<file path="src/rtl/sim_video_pkg.sv">
// ----------------------------------------------------------------------------
// sim_video_pkg : shared pattern types, pattern constants and bar colour helper
// Rev 1.0
// ----------------------------------------------------------------------------
`default_nettype none

package sim_video_pkg;

   typedef enum logic [1:0] {
      PAT_BARS  = 2'd0,
      PAT_CHECK = 2'd1,
      PAT_GRAD  = 2'd2,
      PAT_GRID  = 2'd3
   } pat_t;

   typedef struct packed {
      logic [7:0] r;
      logic [7:0] g;
      logic [7:0] b;
   } rgb8_t;

   localparam int BAR_COUNT = 8;
   localparam int CHECK_BIT = 4;
   localparam int GRID_BITS = 5;

   localparam rgb8_t RGB_WHITE = 24'hFF_FF_FF;
   localparam rgb8_t RGB_BLACK = 24'h00_00_00;
   localparam rgb8_t RGB_BLUE  = 24'h00_00_FF;

   function automatic rgb8_t bar_rgb(input logic [2:0] idx);
      rgb8_t c;
      c.r = {8{idx[2]}};
      c.g = {8{idx[1]}};
      c.b = {8{idx[0]}};
      return c;
   endfunction

endpackage

`default_nettype wire

</file>
<file path="src/rtl/sim_display_timing.sv">
// ----------------------------------------------------------------------------
// sim_display_timing : raster position counters with blanking/sync decode
// Rev 1.0
// ----------------------------------------------------------------------------
`default_nettype none

module sim_display_timing #(
   parameter int CORDW  = 10,
   parameter int H_RES  = 640,
   parameter int H_FP   = 16,
   parameter int H_SYNC = 96,
   parameter int H_BP   = 48,
   parameter int V_RES  = 480,
   parameter int V_FP   = 10,
   parameter int V_SYNC = 2,
   parameter int V_BP   = 33
) (
   input  logic             clk_pix,
   input  logic             rst_pix_n,
   output logic [CORDW-1:0] sx_o,
   output logic [CORDW-1:0] sy_o,
   output logic             de_o,
   output logic             hsync_o,
   output logic             vsync_o,
   output logic             eof_o
);

   localparam int H_TOTAL = H_RES + H_FP + H_SYNC + H_BP;
   localparam int V_TOTAL = V_RES + V_FP + V_SYNC + V_BP;

   logic [CORDW-1:0] sx_q, sx_d;
   logic [CORDW-1:0] sy_q, sy_d;
   logic             w_line_end;

   assign w_line_end = (sx_q == CORDW'(H_TOTAL - 1));
   assign eof_o      = w_line_end && (sy_q == CORDW'(V_TOTAL - 1));

   always_comb begin
      sx_d = sx_q + 1'b1;
      sy_d = sy_q;
      if (w_line_end) begin
         sx_d = '0;
         sy_d = (sy_q == CORDW'(V_TOTAL - 1)) ? '0 : sy_q + 1'b1;
      end
   end

   always_ff @(posedge clk_pix or negedge rst_pix_n) begin
      if (!rst_pix_n) begin
         sx_q <= '0;
         sy_q <= '0;
      end else begin
         sx_q <= sx_d;
         sy_q <= sy_d;
      end
   end

   assign sx_o    = sx_q;
   assign sy_o    = sy_q;
   assign de_o    = (sx_q < CORDW'(H_RES)) && (sy_q < CORDW'(V_RES));
   assign hsync_o = (sx_q >= CORDW'(H_RES + H_FP)) && (sx_q < CORDW'(H_RES + H_FP + H_SYNC));
   assign vsync_o = (sy_q >= CORDW'(V_RES + V_FP)) && (sy_q < CORDW'(V_RES + V_FP + V_SYNC));

endmodule

`default_nettype wire

</file>
<file path="src/rtl/sim_video_top.sv">
// ----------------------------------------------------------------------------
// sim_video_top : self-timed test-pattern source driving the SDL sim harness
// Rev 1.0
// ----------------------------------------------------------------------------
`default_nettype none

module sim_video_top
   import sim_video_pkg::*;
#(
   parameter int CORDW  = 10,
   parameter int CHANW  = 8,
   parameter int H_RES  = 640,
   parameter int H_FP   = 16,
   parameter int H_SYNC = 96,
   parameter int H_BP   = 48,
   parameter int V_RES  = 480,
   parameter int V_FP   = 10,
   parameter int V_SYNC = 2,
   parameter int V_BP   = 33,
   parameter int PIPE   = 2
) (
   input  logic             clk_pix,
   input  logic             rst_pix_n,
   input  logic [1:0]       mode,
   input  logic             freeze,
   output logic [CORDW-1:0] sdl_sx,
   output logic [CORDW-1:0] sdl_sy,
   output logic             sdl_de,
   output logic             sdl_hsync,
   output logic             sdl_vsync,
   output logic [CHANW-1:0] sdl_r,
   output logic [CHANW-1:0] sdl_g,
   output logic [CHANW-1:0] sdl_b,
   output logic             frame,
   output logic [15:0]      frame_cnt
);

   typedef struct packed {
      logic [CORDW-1:0] sx;
      logic [CORDW-1:0] sy;
      logic             de;
      logic             hsync;
      logic             vsync;
      logic [CHANW-1:0] r;
      logic [CHANW-1:0] g;
      logic [CHANW-1:0] b;
      logic             frame;
   } pixel_t;

   localparam int BAR_W = H_RES / BAR_COUNT;
   localparam int REPS  = CHANW / 8;
   localparam int REM   = CHANW % 8;

   logic [CORDW-1:0] w_sx, w_sy;
   logic             w_de, w_hsync, w_vsync, w_eof;

   sim_display_timing #(
      .CORDW (CORDW),
      .H_RES (H_RES), .H_FP (H_FP), .H_SYNC (H_SYNC), .H_BP (H_BP),
      .V_RES (V_RES), .V_FP (V_FP), .V_SYNC (V_SYNC), .V_BP (V_BP)
   ) u_timing (
      .clk_pix   (clk_pix),
      .rst_pix_n (rst_pix_n),
      .sx_o      (w_sx),
      .sy_o      (w_sy),
      .de_o      (w_de),
      .hsync_o   (w_hsync),
      .vsync_o   (w_vsync),
      .eof_o     (w_eof)
   );

   // Mode and count only move on the frame boundary so a frame is never mixed.
   pat_t        mode_q;
   logic [15:0] frame_cnt_q;

   always_ff @(posedge clk_pix or negedge rst_pix_n) begin
      if (!rst_pix_n) begin
         mode_q      <= PAT_BARS;
         frame_cnt_q <= '0;
      end else if (w_eof) begin
         mode_q <= pat_t'(mode);
         if (!freeze) begin
            frame_cnt_q <= frame_cnt_q + 16'd1;
         end
      end
   end

   logic [2:0] w_bar_idx;
   rgb8_t      w_rgb8;

   assign w_bar_idx = 3'(w_sx / CORDW'(BAR_W));

   always_comb begin
      w_rgb8 = RGB_BLACK;
      if (w_de) begin
         case (mode_q)
            PAT_BARS:  w_rgb8 = bar_rgb(w_bar_idx);
            PAT_CHECK: w_rgb8 = (w_sx[CHECK_BIT] ^ w_sy[CHECK_BIT]) ? RGB_WHITE : RGB_BLACK;
            PAT_GRAD:  w_rgb8 = {w_sx[7:0], w_sy[7:0], frame_cnt_q[7:0]};
            PAT_GRID:  w_rgb8 = ((w_sx[GRID_BITS-1:0] == '0) || (w_sy[GRID_BITS-1:0] == '0))
                                ? RGB_WHITE : RGB_BLUE;
            default:   w_rgb8 = RGB_BLACK;
         endcase
      end
   end

   logic [CHANW-1:0] w_r, w_g, w_b;

   // Replicate MSB-first so full-scale 8-bit values stay full-scale when widened.
   generate
      if (REM == 0) begin : g_widen_exact
         assign w_r = {REPS{w_rgb8.r}};
         assign w_g = {REPS{w_rgb8.g}};
         assign w_b = {REPS{w_rgb8.b}};
      end else begin : g_widen_rem
         assign w_r = {{REPS{w_rgb8.r}}, w_rgb8.r[7 -: REM]};
         assign w_g = {{REPS{w_rgb8.g}}, w_rgb8.g[7 -: REM]};
         assign w_b = {{REPS{w_rgb8.b}}, w_rgb8.b[7 -: REM]};
      end
   endgenerate

   pixel_t w_stage0;
   pixel_t pipe_q [PIPE];

   assign w_stage0 = {w_sx, w_sy, w_de, w_hsync, w_vsync, w_r, w_g, w_b,
                      (w_sx == '0) && (w_sy == '0)};

   always_ff @(posedge clk_pix or negedge rst_pix_n) begin
      if (!rst_pix_n) begin
         for (int k = 0; k < PIPE; k++) begin
            pipe_q[k] <= '0;
         end
      end else begin
         pipe_q[0] <= w_stage0;
         for (int k = 1; k < PIPE; k++) begin
            pipe_q[k] <= pipe_q[k-1];
         end
      end
   end

   assign sdl_sx    = pipe_q[PIPE-1].sx;
   assign sdl_sy    = pipe_q[PIPE-1].sy;
   assign sdl_de    = pipe_q[PIPE-1].de;
   assign sdl_hsync = pipe_q[PIPE-1].hsync;
   assign sdl_vsync = pipe_q[PIPE-1].vsync;
   assign sdl_r     = pipe_q[PIPE-1].r;
   assign sdl_g     = pipe_q[PIPE-1].g;
   assign sdl_b     = pipe_q[PIPE-1].b;
   assign frame     = pipe_q[PIPE-1].frame;
   assign frame_cnt = frame_cnt_q;

endmodule

`default_nettype wire

</file>
<file path="config.mk">
export PLATFORM = sky130hd
export DESIGN_NAME = sim_video_top
export DESIGN_NICKNAME = d
export VERILOG_FILES = /design/src/rtl/sim_video_pkg.sv /design/src/rtl/sim_display_timing.sv /design/src/rtl/sim_video_top.sv
export SDC_FILE = /design/constraint.sdc
export NUM_CORES = 1
export LEC_CHECK = 0
export BUFFER_PORTS_ARGS = -buffer_cell sky130_fd_sc_hd__buf_2
export CAP_MARGIN = 5
export CORE_MARGIN = 5
export CORE_UTILIZATION = 52
export DETAILED_ROUTE_END_ITERATION = 6
export HOLD_SLACK_MARGIN = 0.12
export PLACE_DENSITY_LB_ADDON = 0.15
export RECOVER_POWER = 50
export SYNTH_ARGS = -nofsm -noshare
export SYNTH_HDL_FRONTEND = slang
export SYNTH_SLANG_ARGS = --single-unit
</file>
<file path="constraint.sdc">
create_clock -name clk_pix -period 1.85 [get_ports clk_pix]
set_input_delay 0.185 -clock clk_pix [delete_from_list [all_inputs] [get_ports clk_pix]]
set_output_delay 0.185 -clock clk_pix [all_outputs]
set_load 0.1 [all_outputs]
</file>
==> impl_metrics.json <==
{
  "clkLatencyLatePin_ps": 510,
  "p_clk_share_pct": 46.8,
  "finClkSkew_ps": 8.18,
  "final_core_util_pct": 63.3,
  "max_freq_mhz": 561,
  "drive_gt1_share_pct": 33.8,
  "ys_top_cells_by_area": "dfrtp_1 (61%), buf_4 (6.4%), xnor2_1 (2.7%), nand2b_1 (2.3%), xor2_1 (1.8%)",
  "top_layer": "met4",
  "synthSimpleGateAreaFrac_pct": 14.9,
  "clockBufferDepth": 2,
  "nets": 514,
  "max_stage_delay_ps": 370,
  "period_share_pct": 96.3,
  "hold_end": "sdl_b[1]$_DFF_PN0_",
  "p_comb_share_pct": 8.0,
  "wl_met1_mm": 4.79,
  "num_vias": 3471,
  "syn2layout_area_growth_pct": 19.3,
  "switchingPower_uw": 1680,
  "port_buffers": 68,
  "dpl_worst_slack_ps": -21.7,
  "met3_length_microns": 529,
  "root_buffer": "clkbuf_8",
  "cp-start-kind": "register",
  "power_uw": 6740,
  "synth_ff_type": "dfrtp_1",
  "timing.rr.start": "u_timing.sy_o[1]$_DFFE_PN0N_",
  "met2_wirelength_mm": 5.22,
  "first_pass_iters": 4,
  "path_cells": "inv_1, ha_1, and4_1, nand3b_1, buf_4, nor4_1, xor2_1",
  "p_seq_share_pct": 45.3,
  "synth_common_cells": "dfrtp_1 (134), buf_4 (47), nand2b_1 (20)",
  "yosys.cell_count.top_type": "dfrtp_1",
  "yosysTopAreaCell": "dfrtp_1",
  "grt_pass1_wl_mm": 18.1,
  "hold_class": "reg -> reg",
  "synth_top_family_by_area": "simple AND/OR/NAND/NOR gates",
  "grt_pass1_vias": 3438,
  "r2r-end": "frame_cnt[13]$_DFFE_PN0P_",
  "synth_compound_area_share_pct": 8.68,
  "cp_num_buf_inv": 2,
  "wirelength_mm": 10.6,
  "crit_start": "u_timing.sy_o[1]$_DFFE_PN0N_",
  "synthCells": 434,
  "grt.total_usage_pct": 18.1,
  "placedInstanceArea_sq_um": 5900,
  "cpLargestDelayFamily": "simple AND/OR/NAND/NOR gates",
  "final_area_sq_um": 6540,
  "crit_fanout": 7,
  "fp.coreArea_sq_um": 10300,
  "start_util_pct": 53.1,
  "route.detailed.drc": 0,
  "vdd_drop_max_v": 0.000465,
  "overflow": 0,
  "hold_start": "pipe_q[50]$_DFF_PN0_",
  "min_period_ps": 1780,
  "antenna_cells": 0,
  "path_clk_slew_ps": 60,
  "synth_top_cell_area_share_pct": 61.2,
  "leakage_uw": 0.00309,
  "fillers": 803,
  "first_iter_violations": 318,
  "critPathArrivalTime_ps": 2210,
  "synth_cell_types": 60,
  "routedWlPerCell_microns": 16.3,
  "ys_warn_count": 0,
  "synth-adder-area-share_pct": 1.32,
  "path_class": "reg -> reg",
  "status": "finished clean",
  "finalSetupViolations": 0,
  "relSlewSlack_pct": 20.6,
  "worstMarginPinSlew_ps": 1190,
  "crit_path_end_kind": "register",
  "syn_nets": 444,
  "cts_tree": "built",
  "async_reset_ff_share_pct": 100,
  "whs_path_depth": 0,
  "cp.required_ps": 2280,
  "rsz0062_at_grt": "false",
  "dieArea_sq_um": 12700,
  "grt_antenna_before_repair": 0,
  "grt_max_degree": 93,
  "clock_sinks": 134,
  "cp_slowest_cell": "dfrtp_1",
  "synth-xor-area-share_pct": 4.48,
  "finalMaxSlewViolations": 0,
  "dp_hpwl_mm": 7.00,
  "sw_frac_of_total_pct": 25.0,
  "p_int_uw": 5050,
  "p_per_area_nw_per_um2": 1030,
  "htree_levels": 4,
  "reg2reg_setup_slack_ps": 70,
  "final_hold_viol_count": 0,
  "ys_ff_latch": 134,
  "maxCapViolCount": 0,
  "die-width_microns": 113,
  "gp_congestion": 0.840,
  "cts_made_buffers": 17,
  "synth_mux_area_share_pct": 0.799,
  "postLayoutSetupSlackWorst_ps": 68.1,
  "avgSynthCellArea_sq_um": 12.6,
  "num_io_pins": 69,
  "placement_rows": 37,
  "synth_edf_count": 0,
  "yosysSeqAreaShare_pct": 61.2,
  "chipHeight_microns": 113,
  "syn_area_sq_um": 5480,
  "r2r_cells": 7,
  "ant_nets": 0,
  "viasPerCell": 5.32
}
==> what timing repair did <==
| action | CTS | global route |
|---|---|---|
| buffers inserted | 0 | 2 |
| hold buffers | 5 | 0 |
| gates cloned | 0 | 0 |
| setup endpoints to repair | 12 | 27 |
| gates resized for setup | 2 | 6 |
| pin swaps | 0 | 1 |
| endpoints found under the hold margin | 138 | 0 |
==> power by group through the flow <==
stage	logic [uW]	registers (uW)	clock network, uW
after floorplan	462	3100	0
after global placement	533	3100	0
after detailed placement	537	3100	0
after CTS	547	3050	3230
after global routing	565	3060	3400
final	536	3050	3150
==> area by class of cell <==
| cell class | instances | area [sq um] | share of cell area [%] |
|---|---|---|---|
| timing repair buffer | 116 | 711 | 10.9 |
| clock inverter | 12 | 129 | 1.97 |
| sequential | 134 | 3370 | 51.5 |
| tap | 136 | 170 | 2.60 |
| multi-input combinational | 226 | 1690 | 25.9 |
| inverter | 9 | 33.8 | 0.517 |
| clock buffer | 20 | 435 | 6.66 |
==> cell families after synthesis <==
kind of cell,after synthesis
buffers and inverters,74
XOR/XNOR,28
multiplexers,4
AO/OA/AOI/OAI,63
flip-flops,134
AND/OR/NAND/NOR,125
adder cells (fa/ha/maj),6
==> worst max-delay path by stage <==
stage                                      end  slack, ps  depth (start not counted)
detailed placement        pipe_q[60]$_DFF_PN0_        -20                          4
CTS                  frame_cnt[13]$_DFFE_PN0P_        0.3                          6
finish               frame_cnt[13]$_DFFE_PN0P_         70                          7
global route        u_timing.sx_o[9]$_DFF_PN0_          3                          6
global placement          pipe_q[66]$_DFF_PN0_         20                          4
floorplan             frame_cnt[1]$_DFFE_PN0P_         40                          5
==> placed cells by master, fill, tap and decap left out, types with 3 or more instances in the layout <==
cell type,netlist,routed
a211oi_1,8,8
a21oi_1,9,9
a221oi_1,8,7
a221oi_2,2,3
a22o_1,3,3
and3_1,8,8
and4_1,5,5
buf_2,13,67
buf_4,47,35
clkbuf_1,5,7
clkbuf_16,0,16
clkinv_2,0,4
clkinvlp_4,0,3
dfrtp_1,134,122
dfrtp_2,0,12
dlygate4sd3_1,0,5
ha_1,5,5
inv_1,9,9
mux2_1,3,3
nand2_1,13,13
nand2b_1,20,20
nand3_1,15,15
nand3b_1,3,3
nand4_1,8,8
nand4b_1,3,3
nor2_1,10,10
nor2b_1,8,7
nor3_1,6,5
nor3_2,4,5
o21ai_0,13,13
xnor2_1,17,17
xor2_1,11,11
==> sequential cells by signal, indices dropped and copies added (netlist names), 8 cells and up <==
signal         flops
sdl_b              8
pipe_q            48
frame_cnt         16
u_timing.sx_o     10
sdl_sx            10
sdl_g              8
sdl_sy            10
u_timing.sy_o     10
sdl_r              8
==> metal layers <==
layer	track usage, %	up-vias
li1	-	1624
met1	24.5	1739
met2	28.2	98
met3	5.44	10
met4	5.77	0
met5	0	-
==> worst register-to-register path, cell delays in order, from the launching register on <==
cell      delay, ps
dfrtp_1         370
inv_1           100
ha_1            190
and4_1          240
nand3b_1         80
buf_4           180
nor4_1          370
xor2_1          180
==> metrics by stage <==
| stage | setup TNS [ps] | cells | hold slack, ps |
|---|---|---|---|
| 2_1_floorplan | 0 | 434 | -111 |
| 3_3_place_gp | 0 | 614 | 15.0 |
| 3_5_place_dp | -84.5 | 614 | 17.1 |
| 4_1_cts | 0 | 651 | 288 |
| 5_1_grt | 0 | 653 | 348 |
| 6_report | 0 | 653 | 344 |
(Power assumes the default switching activity.)
